[config.mk]
export PLATFORM = sky130hd
export DESIGN_NAME = instr_fetch_unit_flat
export DESIGN_NICKNAME = d
export VERILOG_FILES = /design/src/rtl/instr_fetch_unit_pkg.sv /design/src/rtl/instr_fetch_unit_if.sv /design/src/rtl/instr_fetch_unit_fetch_fifo.sv /design/src/rtl/instr_fetch_unit.sv /design/src/flat_wrapper.sv
export SDC_FILE = /design/constraint.sdc
export NUM_CORES = 1
export LEC_CHECK = 0
export ABC_AREA = 1
export ABC_CLOCK_PERIOD_IN_PS = 9400
export CAP_MARGIN = 25
export CORE_MARGIN = 2
export CORE_UTILIZATION = 57
export CTS_CLUSTER_SIZE = 10
export DETAILED_ROUTE_END_ITERATION = 10
export GPL_TIMING_DRIVEN = 0
export MAX_ROUTING_LAYER = met4
export PLACE_DENSITY_LB_ADDON = 0.25
export SETUP_SLACK_MARGIN = 0.2
export SLEW_MARGIN = 25
export SYNTH_ARGS = -nofsm -noshare
export SYNTH_HDL_FRONTEND = slang
export SYNTH_SLANG_ARGS = --single-unit
[constraint.sdc]
create_clock -name clk -period 9.4 [get_ports clk]
set_input_delay 0.94 -clock clk [delete_from_list [all_inputs] [get_ports clk]]
set_output_delay 0.94 -clock clk [all_outputs]
set_load 0.01 [all_outputs]
[src/rtl/instr_fetch_unit_pkg.sv]
// Shared fetch-stage types: RV32 opcodes, instruction field positions and the FIFO entry layout.
package instr_fetch_unit_pkg;

  localparam int XLEN               = 32;
  localparam logic [XLEN-1:0] RESET_PC_DEFAULT = 32'h0000_0000;
  localparam int FIFO_DEPTH_DEFAULT = 2;

  typedef enum logic [6:0] {
    OP_LOAD   = 7'h03,
    OP_I      = 7'h13,
    OP_STORE  = 7'h23,
    OP_R      = 7'h33,
    OP_LUI    = 7'h37,
    OP_BRANCH = 7'h63
  } opcode_e;

  localparam int OPCODE_LSB = 0;
  localparam int RD_LSB     = 7;
  localparam int FUNCT3_LSB = 12;
  localparam int RS1_LSB    = 15;
  localparam int RS2_LSB    = 20;
  localparam int FUNCT7_LSB = 25;

  typedef struct packed {
    logic [6:0] funct7;
    logic [4:0] rs2;
    logic [4:0] rs1;
    logic [2:0] funct3;
    logic [4:0] rd;
    logic [6:0] opcode;
  } instr_fields_t;

  // pc in the upper half so the raw 64-bit FIFO word reads as {pc, instr}
  typedef struct packed {
    logic [XLEN-1:0] pc;
    logic [XLEN-1:0] instr;
  } fetch_entry_t;

  function automatic instr_fields_t split_instr(input logic [XLEN-1:0] w);
    instr_fields_t f;
    f.opcode = w[OPCODE_LSB +: 7];
    f.rd     = w[RD_LSB     +: 5];
    f.funct3 = w[FUNCT3_LSB +: 3];
    f.rs1    = w[RS1_LSB    +: 5];
    f.rs2    = w[RS2_LSB    +: 5];
    f.funct7 = w[FUNCT7_LSB +: 7];
    return f;
  endfunction

endpackage

[src/rtl/instr_fetch_unit_if.sv]
// Fetch-stage bus: instruction memory request/response, ControlUnit redirect/stall and the decoded head.
interface instr_fetch_unit_if;
  import instr_fetch_unit_pkg::*;

  logic            imem_req_valid;
  logic            imem_req_ready;
  logic [XLEN-1:0] imem_req_addr;
  logic            imem_resp_valid;
  logic [XLEN-1:0] imem_resp_data;
  logic            redirect_valid;
  logic [XLEN-1:0] redirect_pc;
  logic            stall;
  logic            instr_valid;
  logic [XLEN-1:0] instr;
  logic [XLEN-1:0] instr_pc;
  logic [6:0]      opcode;
  logic [4:0]      rd;
  logic [2:0]      funct3;
  logic [4:0]      rs1;
  logic [4:0]      rs2;
  logic [6:0]      funct7;

  modport master (
    output imem_req_valid, imem_req_addr,
    output instr_valid, instr, instr_pc, opcode, rd, funct3, rs1, rs2, funct7,
    input  imem_req_ready, imem_resp_valid, imem_resp_data,
    input  redirect_valid, redirect_pc, stall
  );

  modport slave (
    input  imem_req_valid, imem_req_addr,
    input  instr_valid, instr, instr_pc, opcode, rd, funct3, rs1, rs2, funct7,
    output imem_req_ready, imem_resp_valid, imem_resp_data,
    output redirect_valid, redirect_pc, stall
  );

endinterface

[src/rtl/instr_fetch_unit_fetch_fifo.sv]
// Synchronous FIFO with registered storage, flush and occupancy count; head is a direct storage read.
// Push while full is accepted only together with a pop; flush takes priority over push/pop.
module fetch_fifo #(
  parameter int WIDTH = 64,
  parameter int DEPTH = 2,
  localparam int AW   = $clog2(DEPTH),
  localparam int CW   = $clog2(DEPTH) + 1
) (
  input  logic             clk,
  input  logic             rst_n,
  input  logic             push_i,
  input  logic [WIDTH-1:0] push_dat_i,
  input  logic             pop_i,
  input  logic             flush_i,
  output logic [WIDTH-1:0] head_dat_o,
  output logic [CW-1:0]    count_o,
  output logic             full_o,
  output logic             empty_o
);

  logic [WIDTH-1:0] mem_q [DEPTH];
  logic [AW-1:0]    wr_ptr_q;
  logic [AW-1:0]    rd_ptr_q;
  logic [CW-1:0]    count_q;
  logic             do_push;
  logic             do_pop;

  assign full_o     = (count_q == CW'(DEPTH));
  assign empty_o    = (count_q == '0);
  assign count_o    = count_q;
  assign head_dat_o = mem_q[rd_ptr_q];

  assign do_push = push_i & (~full_o | pop_i);
  assign do_pop  = pop_i & ~empty_o;

  always_ff @(posedge clk or negedge rst_n) begin
    if (!rst_n) begin
      for (int i = 0; i < DEPTH; i++) mem_q[i] <= '0;
      wr_ptr_q <= '0;
      rd_ptr_q <= '0;
      count_q  <= '0;
    end else if (flush_i) begin
      rd_ptr_q <= wr_ptr_q;
      count_q  <= '0;
    end else begin
      if (do_push) begin
        mem_q[wr_ptr_q] <= push_dat_i;
        wr_ptr_q        <= wr_ptr_q + AW'(1);
      end
      if (do_pop) rd_ptr_q <= rd_ptr_q + AW'(1);
      count_q <= count_q + CW'(do_push) - CW'(do_pop);
    end
  end

endmodule

[src/rtl/instr_fetch_unit.sv]
// Fetch stage: PC register, credit-limited in-order imem requests, tag/instruction buffers, field split.
// Redirect flushes the buffer and drops responses still in flight for the wrong path.
module instr_fetch_unit
  import instr_fetch_unit_pkg::*;
#(
  parameter logic [XLEN-1:0] RESET_PC   = RESET_PC_DEFAULT,
  parameter int              FIFO_DEPTH = FIFO_DEPTH_DEFAULT
) (
  input  logic                clk,
  input  logic                rst_n,
  instr_fetch_unit_if.master  bus
);

  localparam int CW = $clog2(FIFO_DEPTH) + 1;
  localparam logic [XLEN-1:0] PC_ALIGN_MASK = ~XLEN'(3);

  logic [XLEN-1:0] pc_d, pc_q;
  logic [CW-1:0]   inflight_d, inflight_q;
  logic [CW-1:0]   drop_d, drop_q;
  logic            active_q;

  logic [CW-1:0]   ibuf_count, tag_count;
  logic            ibuf_full, ibuf_empty, tag_full, tag_empty;
  logic [2*XLEN-1:0] ibuf_head_dat;
  logic [XLEN-1:0] tag_pc;
  fetch_entry_t    head;
  fetch_entry_t    push_entry;
  instr_fields_t   fields;

  logic            accept, resp, keep, pop;
  logic [CW:0]     credit_used;

  assign pop = ~ibuf_empty & ~bus.stall;

  // A slot freed by this cycle's pop is credited immediately so latency-1 memory streams at 1 instr/cycle.
  assign credit_used = {1'b0, inflight_q} + {1'b0, ibuf_count} - {{CW{1'b0}}, pop};

  assign bus.imem_req_valid = active_q & ~bus.redirect_valid
                            & (credit_used < (CW+1)'(FIFO_DEPTH));
  assign bus.imem_req_addr  = pc_q;

  assign accept = bus.imem_req_valid & bus.imem_req_ready;
  assign resp   = bus.imem_resp_valid;
  assign keep   = resp & (drop_q == '0) & ~bus.redirect_valid;

  always_comb begin
    pc_d       = pc_q;
    inflight_d = inflight_q + CW'(accept) - CW'(resp);
    drop_d     = drop_q;
    if (bus.redirect_valid) begin
      pc_d   = bus.redirect_pc & PC_ALIGN_MASK;
      drop_d = inflight_q - CW'(resp);
    end else begin
      if (accept) pc_d = pc_q + XLEN'(4);
      if (resp && drop_q != '0) drop_d = drop_q - CW'(1);
    end
  end

  always_ff @(posedge clk or negedge rst_n) begin
    if (!rst_n) begin
      pc_q       <= RESET_PC & PC_ALIGN_MASK;
      inflight_q <= '0;
      drop_q     <= '0;
      active_q   <= 1'b0;
    end else begin
      pc_q       <= pc_d;
      inflight_q <= inflight_d;
      drop_q     <= drop_d;
      active_q   <= 1'b1;
    end
  end

  // PCs of accepted requests; popped only by responses that are kept.
  fetch_fifo #(.WIDTH(XLEN), .DEPTH(FIFO_DEPTH)) u_tag_fifo (
    .clk        (clk),
    .rst_n      (rst_n),
    .push_i     (accept),
    .push_dat_i (pc_q),
    .pop_i      (keep),
    .flush_i    (bus.redirect_valid),
    .head_dat_o (tag_pc),
    .count_o    (tag_count),
    .full_o     (tag_full),
    .empty_o    (tag_empty)
  );

  assign push_entry.pc    = tag_pc;
  assign push_entry.instr = bus.imem_resp_data;

  fetch_fifo #(.WIDTH(2*XLEN), .DEPTH(FIFO_DEPTH)) u_ibuf (
    .clk        (clk),
    .rst_n      (rst_n),
    .push_i     (keep),
    .push_dat_i (push_entry),
    .pop_i      (pop),
    .flush_i    (bus.redirect_valid),
    .head_dat_o (ibuf_head_dat),
    .count_o    (ibuf_count),
    .full_o     (ibuf_full),
    .empty_o    (ibuf_empty)
  );

  assign head   = fetch_entry_t'(ibuf_head_dat);
  assign fields = split_instr(head.instr);

  assign bus.instr_valid = ~ibuf_empty;
  assign bus.instr       = head.instr;
  assign bus.instr_pc    = head.pc;
  assign bus.opcode      = fields.opcode;
  assign bus.rd          = fields.rd;
  assign bus.funct3      = fields.funct3;
  assign bus.rs1         = fields.rs1;
  assign bus.rs2         = fields.rs2;
  assign bus.funct7      = fields.funct7;

  a_inflight_bound: assert property (@(posedge clk) disable iff (!rst_n)
    inflight_q <= CW'(FIFO_DEPTH));
  a_drop_bound: assert property (@(posedge clk) disable iff (!rst_n)
    drop_q <= CW'(FIFO_DEPTH));
  a_tags_match: assert property (@(posedge clk) disable iff (!rst_n)
    tag_count == inflight_q - drop_q);
  a_tag_no_overflow: assert property (@(posedge clk) disable iff (!rst_n)
    !(accept && tag_full));
  a_tag_no_underflow: assert property (@(posedge clk) disable iff (!rst_n)
    !(keep && tag_empty));
  a_ibuf_no_overflow: assert property (@(posedge clk) disable iff (!rst_n)
    !(keep && ibuf_full && !pop));

endmodule
[src/flat_wrapper.sv]
// flat-port wrapper written by rule: the top's interface ports become plain ports
module instr_fetch_unit_flat import instr_fetch_unit_pkg::*;
#(
  parameter logic [XLEN-1:0] RESET_PC   = RESET_PC_DEFAULT,
  parameter int              FIFO_DEPTH = FIFO_DEPTH_DEFAULT
)
  (clk, rst_n, bus_imem_req_valid, bus_imem_req_addr, bus_instr_valid, bus_instr, bus_instr_pc, bus_opcode, bus_rd, bus_funct3, bus_rs1, bus_rs2, bus_funct7, bus_imem_req_ready, bus_imem_resp_valid, bus_imem_resp_data, bus_redirect_valid, bus_redirect_pc, bus_stall);
  instr_fetch_unit_if bus_i ();
  input  logic clk;
  input  logic rst_n;
  output wire logic [$bits(bus_i.imem_req_valid)-1:0] bus_imem_req_valid;
  output wire logic [$bits(bus_i.imem_req_addr)-1:0] bus_imem_req_addr;
  output wire logic [$bits(bus_i.instr_valid)-1:0] bus_instr_valid;
  output wire logic [$bits(bus_i.instr)-1:0] bus_instr;
  output wire logic [$bits(bus_i.instr_pc)-1:0] bus_instr_pc;
  output wire logic [$bits(bus_i.opcode)-1:0] bus_opcode;
  output wire logic [$bits(bus_i.rd)-1:0] bus_rd;
  output wire logic [$bits(bus_i.funct3)-1:0] bus_funct3;
  output wire logic [$bits(bus_i.rs1)-1:0] bus_rs1;
  output wire logic [$bits(bus_i.rs2)-1:0] bus_rs2;
  output wire logic [$bits(bus_i.funct7)-1:0] bus_funct7;
  input wire logic [$bits(bus_i.imem_req_ready)-1:0] bus_imem_req_ready;
  input wire logic [$bits(bus_i.imem_resp_valid)-1:0] bus_imem_resp_valid;
  input wire logic [$bits(bus_i.imem_resp_data)-1:0] bus_imem_resp_data;
  input wire logic [$bits(bus_i.redirect_valid)-1:0] bus_redirect_valid;
  input wire logic [$bits(bus_i.redirect_pc)-1:0] bus_redirect_pc;
  input wire logic [$bits(bus_i.stall)-1:0] bus_stall;
  assign bus_imem_req_valid = bus_i.imem_req_valid;
  assign bus_imem_req_addr = bus_i.imem_req_addr;
  assign bus_instr_valid = bus_i.instr_valid;
  assign bus_instr = bus_i.instr;
  assign bus_instr_pc = bus_i.instr_pc;
  assign bus_opcode = bus_i.opcode;
  assign bus_rd = bus_i.rd;
  assign bus_funct3 = bus_i.funct3;
  assign bus_rs1 = bus_i.rs1;
  assign bus_rs2 = bus_i.rs2;
  assign bus_funct7 = bus_i.funct7;
  assign bus_i.imem_req_ready = bus_imem_req_ready;
  assign bus_i.imem_resp_valid = bus_imem_resp_valid;
  assign bus_i.imem_resp_data = bus_imem_resp_data;
  assign bus_i.redirect_valid = bus_redirect_valid;
  assign bus_i.redirect_pc = bus_redirect_pc;
  assign bus_i.stall = bus_stall;
  instr_fetch_unit #(.RESET_PC(RESET_PC), .FIFO_DEPTH(FIFO_DEPTH)) u_core (.clk(clk), .rst_n(rst_n), .bus(bus_i));
endmodule
======== Word-level counts from Yosys, hierarchy flattened ========
Index checks and enable logic that the tools add are counted.
word-level totals
  word-level logic and storage cells ...... 95
  register bits ........................... 237
  output and inout port bits .............. 130
  input port bits ......................... 70
cells by class
  equal/unequal tests ..................... 2
  add/subtract/negate cells ............... 15
  reduce and logical (&&, ||, !) cells .... 13
  bitwise gates (word level) .............. 22
  order comparisons ....................... 7
  mux-type cells .......................... 22
operators by type and width
  kind                                                        count
  2-to-1 mux 64 bit                                           4
  2-to-1 mux 32 bit                                           6
  bitwise mux 128 bit                                         1
  bitwise mux 64 bit                                          1
  demux 64 bit (select 1 bit)                                 1
  adder 32 x 3 -> 32 bit, second input constant               1
  demux 32 bit (select 1 bit)                                 1
  AND 1 bit                                                   10
  nonzero test 2 bit                                          5
  greater-or-equal comparator 2 bit, second input constant    4
  2-to-1 mux 2 bit                                            4
  NOT 1 -> 2 bit                                              4
  subtractor 2 x 1 -> 2 bit                                   4
  adder 2 x 1 -> 2 bit                                        3
  zero test 2 bit                                             3
  NOT 1 bit                                                   6
  adder 1 bit, second input constant                          4
  == test 2 bit, second input constant                        2
  less-than comparator 2 x 1 -> 1 bit, second input constant  2
  2-to-1 mux 1 bit                                            4
  AND reduction 2 bit                                         2
  adder 2 x 2 -> 3 bit                                        1
  logical AND 1 bit                                           3
  less-than comparator 3 x 2 -> 1 bit, second input constant  1
  other kinds (3)                                             4

======== Longest topological paths before layout ========
Gate-level depths: netlist of run 1.
  word-level depth ........................ 11
  mapped depth ............................ 14
  gate-level depth less buffers ........... 14

======== Hierarchy ========
From an unflattened synthesis of run 1, not the netlist that was laid out.
unflattened totals
  cells, all modules ...................... 1634
  area total of the unflattened synthesis .. 11969.0 sq um
modules (own cells, without submodules)
  module                           instances  sequential area each (sq um)  area each (sq um)  cells an instance
  fetch_fifo at u_core.u_ibuf      1          3303.2                        5933.2             781
  fetch_fifo at u_core.u_tag_fifo  1          1701.6                        3071.7             409
  instr_fetch_unit                 1          875.8                         2964.1             444

======== Least setup slack after synthesis of run 1 ========
No wires, ideal clock.
  path kind ............................... in2reg
  start point ............................. in bus_stall
  end point ............................... reg u_core.u_tag_fifo.count_q[1], in the netlist u_core.u_tag_fifo.count_o[1]
  path buffers ............................ 0
  setup slack ............................. 5.868 ns
  required time ........................... 9.268 ns
  stages on the path ...................... 13
  library setup time ...................... 0.132 ns
  arrival time ............................ 3.401 ns
  path through ............................ a21oi_1 ha_1 or2_2 fa_1 xor2_1 nand3b_4 nor2_8 inv_2 ha_1 inv_1 ha_1 xor2_1 nor2_1
between the ends
  longest elaborated chain between the ends .. 10
RTL lines
  element                              RTL line                           text
  start: declaration                   flat_wrapper.sv:27                 input wire logic [$bits(bus_i.stall)-1:0] bus_stall;
  NOT 1 bit                            instr_fetch_unit.sv:33             assign pop = ~ibuf_empty & ~bus.stall;
  AND 1 bit                            instr_fetch_unit.sv:33
  subtractor 3 x 1 -> 3 bit            instr_fetch_unit.sv:36             assign credit_used = {1'b0, inflight_q} + {1'b0, ibuf_count} - {{CW{1'b0}}, pop};
  less-than comparator 3 x 2 -> 1 bit  instr_fetch_unit.sv:39             & (credit_used < (CW+1)'(FIFO_DEPTH));
  AND 1 bit                            instr_fetch_unit.sv:39
  AND 1 bit                            instr_fetch_unit.sv:42             assign accept = bus.imem_req_valid & bus.imem_req_ready;
  AND 1 bit                            instr_fetch_unit_fetch_fifo.sv:33  assign do_push = push_i & (~full_o | pop_i);
  adder 2 x 1 -> 2 bit                 instr_fetch_unit_fetch_fifo.sv:51  count_q <= count_q + CW'(do_push) - CW'(do_pop);
  subtractor 2 x 1 -> 2 bit            instr_fetch_unit_fetch_fifo.sv:51
  2-to-1 mux 2 bit                     instr_fetch_unit_fetch_fifo.sv:42  end else if (flush_i) begin
  end signal: assignment               instr_fetch_unit_fetch_fifo.sv:51
  end: declaration                     instr_fetch_unit_fetch_fifo.sv:24  logic [CW-1:0] count_q;
Every way passes these cells.
A chain may end at the register's enable or synchronous reset.

======== Worst setup path in the final report of run 1 ========
  start point ............................. in bus_stall
  end point ............................... out bus_imem_req_valid
between the ends
  longest elaborated chain between the ends .. 5
RTL lines
  element                              RTL line                text
  NOT 1 bit                            instr_fetch_unit.sv:33
  AND 1 bit                            instr_fetch_unit.sv:33
  subtractor 3 x 1 -> 3 bit            instr_fetch_unit.sv:36
  less-than comparator 3 x 2 -> 1 bit  instr_fetch_unit.sv:39
  AND 1 bit                            instr_fetch_unit.sv:39
  end: declaration                     flat_wrapper.sv:11      output wire logic [$bits(bus_i.imem_req_valid)-1:0] bus_imem_req_valid;
Every way passes these cells.

==> impl_summary.log, run 1 <==
[metrics] Int Pwr: 2.76 mW
[metrics] Top cell by count, worst path: sky130_fd_sc_hd__clkdlybuf4s50_1
[metrics] clock period minus worst slack: 4.67 ns
[metrics] post-placement cell area: 13600 µm²
[metrics] kind of start point of the critical path: input pin
[metrics] met1 global-route usage: 0.374
[metrics] initial antenna violation count: 0
[metrics] vias in the first global route: 10300
[metrics] largest net degree at the start of global routing: 89
[metrics] Yosys cell types: 33
[metrics] portion of the post-synthesis area used by sequential elements: 0.502
[metrics] number of setup buffers added after CTS: 0
[metrics] diodes inserted: 0
[metrics] remaining antenna violation count: 0
[metrics] highest attainable clock frequency: 214 MHz
[metrics] per-cell routed wire length: 14.9 µm
[metrics] Synth top cells by count: sky130_fd_sc_hd__nand2_1, sky130_fd_sc_hd__dfrtp_1, sky130_fd_sc_hd__nand3_1, sky130_fd_sc_hd__inv_1, sky130_fd_sc_hd__o21ai_0
[metrics] switching power: 1.62 mW
[metrics] max-cap violations: 0
[metrics] number of CTS-inserted buffers: 26
[metrics] drt total wl: 30.0 mm
[metrics] xor and xnor fraction of the mapped netlist area: 0.0108
[metrics] adder-cell area share of the yosys netlist: 0.0128
[metrics] Critical-path top delay cell: sky130_fd_sc_hd__clkdlybuf4s50_1
[metrics] result of the run: completed
[metrics] flop and latch count out of synthesis: 227
[metrics] share of synthesized flip-flops with an asynchronous set or reset: 1.00
[metrics] Slew Limit Headroom: 0.551
[metrics] hold-fix buffer count after cts: 0
[metrics] worst slew pin tran: 0.673 ns
[metrics] synth-to-layout area growth: 26.6%
[metrics] post-layout instance count excluding filler cells: 2010
[metrics] flip-flop cell with the highest count after synthesis: sky130_fd_sc_hd__dfrtp_1
[metrics] leftover overflow at the end of global routing: 0
[metrics] largest fanout on the critical path: 4
[metrics] Worst VDD drop: 0.157 mV
[metrics] Post-layout nets: 1824
[metrics] clock net sink count: 227
[metrics] number of I/O port buffers: 192
[metrics] Static Leakage: 7.29 nW
[metrics] min-delay worst type: in2async
[metrics] RSZ-0062 raised after global routing: false
[metrics] CTS tree: built
[metrics] post-synthesis mux area share: 0
[metrics] leading cell type by number of instances after synthesis: sky130_fd_sc_hd__nand2_1
[metrics] critical path required time: 8.46 ns
[metrics] post-route worst hold slack: 0.424 ns
[metrics] first-pass iteration count of the detailed router: 6
[metrics] I/O pin total: 200
[metrics] final setup violation count: 0
[metrics] Post-Synth Simple-Gate Area: 0.316
[metrics] combinational fraction of design power: 0.437
[metrics] Initial Utilization: 0.581
[metrics] ratio of total power to cell area: 306 nW/µm²
[metrics] final HPWL from detailed placement: 21.1 mm
[metrics] GR Util met3: 0.0362
[metrics] CTS root buffer: sky130_fd_sc_hd__clkbuf_16
[metrics] CTS clock-pin slew for the worst setup and hold paths: 0.05 ns
[metrics] largest cells by area after synthesis: sky130_fd_sc_hd__dfrtp_1, sky130_fd_sc_hd__nand2_1, sky130_fd_sc_hd__nand3_1
[metrics] Total Die Area: 21000 µm²
[metrics] complex-gate fraction of the synthesized area: 0.0635
[metrics] cell area after layout: 14300 µm²
[metrics] clock network latency to the later pin of the worst-skew pair: 0.52 ns
[metrics] power share of the clock group: 0.198
[metrics] die boundary height: 145 µm
[metrics] maximum level of the CTS H-tree: 1
[metrics] Worst path max stage delay: 0.53 ns
[metrics] synthesized cell area: 11300 µm²
[metrics] Critical Path Sink Type: output port
[metrics] WS Path Type: in2out
[metrics] part of the cycle the worst path needs: 0.497
[metrics] Net Sw Frac: 0.371
[metrics] total count of max-transition violations in the final report: 0
[metrics] aggregate global-route resource usage: 0.300
[metrics] met2 usage in global routing: 0.518
[metrics] Die Wd: 145 µm
[metrics] Gates resized, CTS repair: 0
[metrics] busiest layer in global routing: met2
[metrics] vias after detailed routing: 10600
[metrics] post-layout total power: 4.38 mW
[metrics] number of synthesis warnings: 0
[metrics] number of failing hold endpoints at the final stage: 0
[metrics] initial drt markers: 731
[metrics] Placed Cells: 1980
[metrics] Max Clock Skew: 0.0104 ns
[metrics] residual DRC count: 0
[metrics] wire length of the first global-routing pass: 48.7 mm
[metrics] portion of synthesized cell area occupied by the leading cell type: 0.502
[metrics] Vias per Instance: 5.27
[metrics] synthesized instance count: 1518
[metrics] combinational family with the most area after synthesis: simple AND/OR/NAND/NOR gates
[metrics] filler cell count in the final layout: 1482
[metrics] mean area per synthesized cell: 7.45 µm²
[metrics] placer's final routability congestion estimate: 0.899
[metrics] number of placement rows: 51
[metrics] cell taking the most area after synthesis: sky130_fd_sc_hd__dfrtp_1
[metrics] critical path cell sequence: clkdlybuf4s50_1, a21oi_1, ha_1, or2_2, fa_1, nand3_1, nor2_1, clkdlybuf4s50_1
[metrics] Bufs on Longest Clock Path: 3
[metrics] Post-synth EDFFs: 0
[metrics] data arrival time of the worst path: 3.73 ns
[metrics] Reg power frac: 0.365
[metrics] layout cell share with drive strength beyond 1: 0.0625
[metrics] placeable core area: 19500 µm²
[routing by layer]
layer / up-vias / share of wire
met5: - / 0
met4: 0 / 0.023
met3: 57 / 0.078
met2: 443 / 0.50
met1: 4980 / 0.40
li1: 5108 / -
[metrics by stage]
step	setup WS (ns)	utilization	setup TNS [ns]
6_report	4.73	0.736	0
5_1_grt	4.65	0.736	0
4_1_cts	4.78	0.736	0
3_5_place_dp	4.79	0.700	0
3_3_place_gp	-1.83	0.697	-410.52
2_1_floorplan	5.87	-	0
[final cells by class]
type / instances / area (µm²) / share of cell area
inverter: 125 / 470 / 0.0329
sequential: 227 / 5680 / 0.397
multi-input combinational: 1058 / 4580 / 0.320
buffer: 111 / 587 / 0.0410
tap: 265 / 332 / 0.0232
clock buffer: 30 / 687 / 0.0480
timing repair buffer: 194 / 1980 / 0.138
[cell usage in the layout (no fill, tap or decap), types with 3 or more instances in the layout]
cell / n
sky130_fd_sc_hd__xor2_1: 7
sky130_fd_sc_hd__clkdlybuf4s50_1: 191
sky130_fd_sc_hd__ha_1: 10
sky130_fd_sc_hd__nor2_1: 49
sky130_fd_sc_hd__buf_4: 36
sky130_fd_sc_hd__nand3_1: 131
sky130_fd_sc_hd__inv_1: 118
sky130_fd_sc_hd__buf_1: 5
sky130_fd_sc_hd__o21ai_1: 26
sky130_fd_sc_hd__clkbuf_1: 45
sky130_fd_sc_hd__o21ai_0: 99
sky130_fd_sc_hd__inv_2: 4
sky130_fd_sc_hd__clkbuf_16: 27
sky130_fd_sc_hd__buf_2: 28
sky130_fd_sc_hd__dfrtp_1: 227
sky130_fd_sc_hd__a21oi_1: 3
sky130_fd_sc_hd__conb_1: 5
sky130_fd_sc_hd__xnor2_1: 7
sky130_fd_sc_hd__o21bai_1: 6
sky130_fd_sc_hd__nand2_1: 698
[flip-flops by register name, indices dropped and copies added (netlist names)]
name,cells
u_core.u_tag_fifo.wr_ptr_q,1
u_core.u_ibuf.mem_q,124
u_core.inflight_q,2
u_core.u_tag_fifo.count_o,2
u_core.u_ibuf.rd_ptr_q,1
u_core.bus.imem_req_addr,30
u_core.u_tag_fifo.rd_ptr_q,1
u_core.u_ibuf.count_o,2
u_core.u_tag_fifo.mem_q,60
u_core.drop_q,2
u_core.active_q,1
u_core.u_ibuf.wr_ptr_q,1
[worst paths after layout]
| path | startpoint | end | slack (ns) | cells past startpoint |
|---|---|---|---|---|
| worst max-delay path | bus_stall | bus_imem_req_valid | 4.73 | 8 |
| worst min-delay path | rst_n | u_core.u_ibuf.mem_q[72] | 0.42 | 1 |
| worst max register to register | u_core.u_ibuf.count_o[1] | u_core.u_tag_fifo.count_o[1] | 5.77 | 14 |
| worst min register to register | u_core.u_tag_fifo.mem_q[12] | u_core.u_tag_fifo.mem_q[12] | 0.47 | 2 |
| max in group asynchronous | rst_n | u_core.u_tag_fifo.mem_q[24] | 8.10 | 2 |
| min in group clk | u_core.u_tag_fifo.mem_q[12] | u_core.u_tag_fifo.mem_q[12] | 0.47 | 2 |
[worst max-delay path: cells and delay by family]
| kind | cells | cell delay [ns] |
|---|---|---|
| AND/OR/NAND/NOR | 3 | 0.51 |
| adder cells (fa/ha/maj) | 2 | 0.83 |
| AO/OA/AOI/OAI | 1 | 0.49 |
| buffers and inverters | 2 | 0.95 |
[power groups by stage]
stage          sequential (mW)  combinational, mW  clock [mW]
2_1_floorplan             1.54               1.06           0
3_3_place_gp              1.58               1.84           0
3_5_place_dp              1.60               1.91           0
4_1_cts                   1.59               1.92       0.872
5_1_grt                   1.64               2.14       0.907
6_report                  1.60               1.91       0.865
[kinds of logic after synthesis]
logic type,Yosys count
AND/OR/NAND/NOR,890
AO/OA/AOI/OAI,138
flip-flops,227
other,2
adder cells (fa/ha/maj),11
XOR/XNOR,14
buffers and inverters,236
Power figures use the tool's default switching activity.
==> run 2, diff against run 1 <==
Settings changed: ABC_CLOCK_PERIOD_IN_PS 9400 to 4500, CORE_UTILIZATION 57 to 53.
Clock period 9.4 ns to 4.5 ns, I/O delays scaled along.
==> impl_summary.log, run 2 (same netlist as run 1, synthesis figures left out) <==
[metrics] number of I/O port buffers: 192
[metrics] number of setup buffers added after CTS: 0
[metrics] Top reg by flops: u_core.u_ibuf.mem_q
[metrics] Critical Path Sink: bus_imem_req_valid
[metrics] number of failing hold endpoints at the final stage: 0
[metrics] Vias per Instance: 5.09
[metrics] crit path launch: u_core.u_ibuf.count_o[1]
[metrics] aggregate global-route resource usage: 0.272
[metrics] RSZ-0062 raised after global routing: false
[metrics] highest attainable clock frequency: 269 MHz
[metrics] I/O pin total: 200
[metrics] drt total wl: 29.5 mm
[metrics] largest net degree at the start of global routing: 95
[metrics] initial drt markers: 685
[metrics] CTS root buffer: sky130_fd_sc_hd__clkbuf_16
[metrics] post-placement cell area: 13600 µm²
[metrics] result of the run: completed
[metrics] worst slew pin tran: 0.627 ns
[metrics] vias after detailed routing: 10300
[metrics] number of CTS-inserted buffers: 27
[metrics] leading cell types in the layout, fill and taps excluded: sky130_fd_sc_hd__nand2_1, sky130_fd_sc_hd__dfrtp_1, sky130_fd_sc_hd__clkdlybuf4s50_1, sky130_fd_sc_hd__nand3_1, sky130_fd_sc_hd__inv_1
[metrics] combined area of the multi-input logic cells: 4580 µm²
[metrics] remaining antenna violation count: 0
[metrics] Die Wd: 150 µm
[metrics] area occupied by registers: 5680 µm²
[metrics] initial antenna violation count: 0
[metrics] clock network latency to the later pin of the worst-skew pair: 0.54 ns
[metrics] number of placement rows: 53
[metrics] placeable core area: 21000 µm²
[metrics] Total Die Area: 22500 µm²
[metrics] worst reg-to-reg setup slack: 1.00 ns
[metrics] final setup violation count: 0
[metrics] CTS clock-pin slew for the worst setup and hold paths: 0.06 ns
[metrics] leftover overflow at the end of global routing: 0
[metrics] post-layout total power: 9.15 mW
[metrics] synth-to-layout area growth: 27.1%
[metrics] cell area after layout: 14400 µm²
[metrics] die boundary height: 150 µm
[metrics] most common library cell in the layout ignoring fill and taps: sky130_fd_sc_hd__nand2_1
[metrics] Worst VDD drop: 0.348 mV
[metrics] critical path required time: 4.05 ns
[metrics] Initial Utilization: 0.540
[metrics] min-delay src: bus_redirect_valid
[metrics] flip-flop count of the largest register, all copies and words added: 124
[metrics] Critical Path Sink Type: output port
[metrics] number of cell instances on the worst register-to-register path: 14
[metrics] maximum level of the CTS H-tree: 1
[metrics] wire length of the first global-routing pass: 47.8 mm
[metrics] post-layout util: 0.686
[metrics] per-cell routed wire length: 14.6 µm
[metrics] CTS tree: built
[metrics] clock period minus worst slack: 3.72 ns
[metrics] clock net sink count: 227
[metrics] Slew Limit Headroom: 0.582
[metrics] WS Path Type: reg2out
[metrics] Gates resized, CTS repair: 0
[metrics] layout cell share with drive strength beyond 1: 0.0641
[metrics] filler cell count in the final layout: 1785
[metrics] final HPWL from detailed placement: 20.9 mm
[metrics] ratio of total power to cell area: 637 nW/µm²
[metrics] diodes inserted: 0
[metrics] total count of max-transition violations in the final report: 0
[metrics] start of the worst register-to-register path: u_core.u_ibuf.count_o[1]
[metrics] Max Clock Skew: 0.0169 ns
[metrics] Static Leakage: 7.31 nW
[metrics] Post-layout nets: 1826
[metrics] data arrival time of the worst path: 3.27 ns
[metrics] largest fanout on the critical path: 4
[metrics] max-cap violations: 0
[metrics] endpoint of the worst-slack reg-to-reg timing path: u_core.u_tag_fifo.count_o[1]
[metrics] residual DRC count: 0
[metrics] first-pass iteration count of the detailed router: 5
[metrics] kind of start point of the critical path: flop
[metrics] vias in the first global route: 9691
[metrics] min-delay worst type: in2reg
[metrics] part of the cycle the worst path needs: 0.827
[metrics] Bufs on Longest Clock Path: 3
[metrics] placer's final routability congestion estimate: 0.885
run 2: cell types whose count changed in the layout (fill, tap and decap cells not counted), sizes merged:
cell and delta:
clkbuf -1, clkinv +1, dlygate4sd3 +1, inv +2
run 2: repair_timing:
item / CTS / global route
setup endpoints to repair: 0 / 0
hold endpoints to repair: 46 / 0
hold buffers: 1 / 0
run 2: layout make-up:
type | instances | share of cell area
repair buffers | 195 | 0.139
plain buffers | 111 | 0.0408
well taps | 275 | 0.0239
clock inverters | 3 | 0.00235
inverters | 125 | 0.0327
clock buffers | 29 | 0.0475
multi-input cells | 1058 | 0.319
flip-flops and latches | 227 | 0.395
run 2: metal layers:
| layer | share of wire | global-route usage |
|---|---|---|
| met1 | 0.42 | 0.360 |
| met2 | 0.49 | 0.449 |
| met3 | 0.069 | 0.0317 |
| met4 | 0.019 | 0.0703 |
| met5 | 0 | - |
run 2: stage by stage:
| step | instances | hold slack, ns | setup TNS (ns) | setup slack (ns) |
|---|---|---|---|---|
| CTS | 2023 | 0.353 | 0 | 0.725 |
| detailed placement | 1990 | 0.361 | 0 | 0.533 |
| finish | 2023 | 0.373 | 0 | 0.778 |
| global route | 2023 | 0.392 | 0 | 0.570 |
| floorplan | 1521 | 0.154 | 0 | 1.46 |
| global placement | 1988 | 0.454 | -1447.92 | -6.40 |
run 2: worst min-delay path by stage:
stage	endpoint	depth (start not counted)
2_1_floorplan	u_core.active_q	0
3_3_place_gp	u_core.u_tag_fifo.mem_q[22]	2
3_5_place_dp	u_core.u_ibuf.mem_q[70]	1
4_1_cts	u_core.drop_q[0]	3
5_1_grt	u_core.drop_q[0]	3
6_report	u_core.drop_q[0]	3
run 2: report_power, final:
part / switching (mW) / total [mW] / internal [mW]
clock network: 0.803 / 1.87 / 1.07
logic: 2.06 / 3.95 / 1.89
registers: 0.517 / 3.33 / 2.81
total: 3.38 / 9.15 / 5.77
run 2: worst max-delay path, stage by stage, from the launching register on:
cell,delay (ns)
sky130_fd_sc_hd__dfrtp_1,0.38
sky130_fd_sc_hd__inv_1,0.08
sky130_fd_sc_hd__a21oi_1,0.41
sky130_fd_sc_hd__ha_1,0.31
sky130_fd_sc_hd__or2_2,0.31
sky130_fd_sc_hd__fa_1,0.50
sky130_fd_sc_hd__nand3_1,0.10
sky130_fd_sc_hd__nor2_1,0.12
sky130_fd_sc_hd__clkdlybuf4s50_1,0.54
==> run 3, diff against run 2 <==
Settings changed: ABC_CLOCK_PERIOD_IN_PS 4500 to 3200, CORE_UTILIZATION 53 to 48.
Clock period 4.5 ns to 3.2 ns, I/O delays scaled along.
==> impl_summary.log, run 3 (same netlist as run 1, synthesis figures left out) <==
[metrics] result of the run: completed
[metrics] Top Family by Delay on Critical Path: adder cells
[metrics] Bufs on Longest Clock Path: 3
[metrics] min setup slack post-route: 0.287 ns
[metrics] drt total wl: 29.8 mm
[metrics] Worst path max stage delay: 0.55 ns
[metrics] Static Leakage: 7.37 nW
[metrics] stages on the worst setup path: 12
[metrics] vias in the first global route: 9915
[metrics] largest net degree at the start of global routing: 83
[metrics] placeable core area: 23300 µm²
[metrics] power share of the clock group: 0.207
[metrics] Die Wd: 157 µm
[metrics] min-delay worst type: in2reg
[metrics] WS Path Type: reg2reg
[metrics] RSZ-0062 raised after global routing: true
[metrics] layout cell share with drive strength beyond 1: 0.0768
[metrics] Total Die Area: 24800 µm²
[metrics] kind of start point of the critical path: flop
[metrics] clock network latency to the later pin of the worst-skew pair: 0.53 ns
[metrics] maximum level of the CTS H-tree: 1
[metrics] die boundary height: 157 µm
[metrics] highest attainable clock frequency: 343 MHz
[metrics] Placed Cells: 2034
[metrics] number of I/O port buffers: 192
[metrics] routed length on met3: 2.00 mm
[metrics] post-placement cell area: 13700 µm²
[metrics] remaining antenna violation count: 0
[metrics] number of placement rows: 56
[metrics] Top reg by flops: u_core.u_ibuf.mem_q
[metrics] Reg power frac: 0.359
[metrics] number of cell instances on the worst register-to-register path: 12
[metrics] total count of max-transition violations in the final report: 0
[metrics] synth-to-layout area growth: 28.7%
[metrics] area occupied by registers: 5680 µm²
[metrics] Critical Path Sink Type: flop
[metrics] post-layout util: 0.624
[metrics] first-pass iteration count of the detailed router: 7
[metrics] top layer reached by signal wires: met4
[metrics] clock period minus worst slack: 2.91 ns
[metrics] flip-flop count of the largest register, all copies and words added: 124
[metrics] wire length of the first global-routing pass: 48.7 mm
[metrics] largest fanout on the critical path: 10
[metrics] I/O pin total: 200
[metrics] vias after detailed routing: 10200
[metrics] Critical-path top delay cell: sky130_fd_sc_hd__fa_2
[metrics] final setup violation count: 0
[metrics] CTS root buffer: sky130_fd_sc_hd__clkbuf_16
[metrics] combined area of the multi-input logic cells: 4620 µm²
[metrics] Slew Limit Headroom: 0.548
[metrics] per-cell routed wire length: 14.4 µm
[metrics] max-cap violations: 0
[metrics] cell area after layout: 14600 µm²
[metrics] most common library cell in the layout ignoring fill and taps: sky130_fd_sc_hd__nand2_1
[metrics] switching power: 4.76 mW
[metrics] Vias per Instance: 4.93
[metrics] CTS tree: built
[metrics] CTS clock-pin slew for the worst setup and hold paths: 0.06 ns
[metrics] post-layout instance count excluding filler cells: 2077
[metrics] aggregate global-route resource usage: 0.251
[metrics] Int Pwr: 8.28 mW
[metrics] initial antenna violation count: 0
[metrics] Net Sw Frac: 0.365
[metrics] number of failing hold endpoints at the final stage: 0
[metrics] initial drt markers: 734
[metrics] part of the cycle the worst path needs: 0.910
[metrics] residual DRC count: 0
[metrics] Initial Utilization: 0.485
[metrics] placer's final routability congestion estimate: 0.895
[metrics] summed negative setup slack over all endpoints: 0 ns
[metrics] filler cell count in the final layout: 2131
[metrics] Worst VDD drop: 0.476 mV
[metrics] combinational fraction of design power: 0.434
[metrics] hold-critical path depth: 3
[metrics] leftover overflow at the end of global routing: 0
[metrics] Post-layout nets: 1834
[metrics] leading cell types in the layout, fill and taps excluded: sky130_fd_sc_hd__nand2_1, sky130_fd_sc_hd__dfrtp_1, sky130_fd_sc_hd__clkdlybuf4s50_1, sky130_fd_sc_hd__nand3_1, sky130_fd_sc_hd__inv_1
[metrics] critical path required time: 3.64 ns
[metrics] clock net sink count: 227
[metrics] wire length the detailed router placed on met1: 12.9 mm
[metrics] Buffers & Inverters on Critical Path: 4
[metrics] pre-CTS setup slack: -0.507 ns
[metrics] Max Clock Skew: 0.00932 ns
[metrics] final HPWL from detailed placement: 21.3 mm
[metrics] data arrival time of the worst path: 3.36 ns
[metrics] critical path cell sequence: inv_2, a21oi_4, ha_1, or2_4, fa_2, nand3_2, nand3b_4, buf_4, inv_2, buf_4, ha_1, xor2_1
[metrics] number of CTS-inserted buffers: 27
[metrics] ratio of total power to cell area: 896 nW/µm²
[metrics] routed wire length on met2: 14.3 mm
[metrics] diodes inserted: 0
[metrics] worst slew pin tran: 0.678 ns
[run 3: cell count changes in the layout (fill, tap and decap cells not counted), moves of 2 or more]
cell	delta
sky130_fd_sc_hd__buf_4	+9
sky130_fd_sc_hd__clkbuf_2	+5
sky130_fd_sc_hd__inv_1	-3
sky130_fd_sc_hd__inv_2	+3
sky130_fd_sc_hd__clkbuf_1	-2
sky130_fd_sc_hd__ha_1	-2
[run 3: layout make-up]
cell class / count / area share
clock buffer: 32 / 0.0484
clock inverter: 2 / 0.00241
sequential: 227 / 0.390
buffer: 111 / 0.0408
tap: 319 / 0.0274
timing repair buffer: 203 / 0.141
multi-input combinational: 1058 / 0.318
inverter: 125 / 0.0324
[run 3: through the flow]
step / hold WS (ns) / power [mW]
floorplan: 0.0244 / 7.66
global placement: 0.454 / 10.1
detailed placement: 0.323 / 10.3
CTS: 0.235 / 13.1
global route: 0.291 / 14.0
finish: 0.255 / 13.0
[run 3: power groups by stage]
| stage | clock network (mW) | logic, mW | registers, mW |
|---|---|---|---|
| after floorplan | 0 | 3.12 | 4.54 |
| after global placement | 0 | 5.43 | 4.68 |
| after detailed placement | 0 | 5.57 | 4.70 |
| after CTS | 2.73 | 5.68 | 4.67 |
| after global routing | 2.85 | 6.33 | 4.81 |
| final | 2.70 | 5.65 | 4.68 |
[run 3: what timing repair did]
action | in CTS | in global routing
buffers inserted | 6 | 2
endpoints found under the setup margin | 149 | 29
pin swaps | 3 | 3
gates resized for setup | 10 | 13
hold buffers | 1 | 0
hold endpoints to repair | 74 | 0
[run 3: worst register-to-register path, delay by kind of cell, from the launching register on]
family | cells | cell delay, ns
buf+inv | 4 | 0.67
flops | 1 | 0.39
simple gates | 3 | 0.55
xor+xnor | 1 | 0.13
fa+ha+maj | 3 | 1.02
compound gates | 1 | 0.06
[run 3: path summary, 6_finish.rpt]
| path | from | to | slack (ns) |
|---|---|---|---|
| worst max-delay path | u_core.u_ibuf.count_o[0] | u_core.inflight_q[1] | 0.29 |
| worst min-delay path | bus_redirect_valid | u_core.drop_q[0] | 0.25 |
| worst max register to register | u_core.u_ibuf.count_o[0] | u_core.inflight_q[1] | 0.29 |
| worst min register to register | u_core.u_tag_fifo.mem_q[45] | u_core.u_tag_fifo.mem_q[45] | 0.47 |
| max in group asynchronous | rst_n | u_core.inflight_q[1] | 1.67 |
| min in group asynchronous | rst_n | u_core.u_ibuf.mem_q[70] | 0.35 |
[run 3: per-layer routing]
metal / vias up / track usage
met5: - / -
met4: 0 / 0.0597
met3: 56 / 0.0308
met2: 345 / 0.420
met1: 4724 / 0.328
li1: 5111 / -
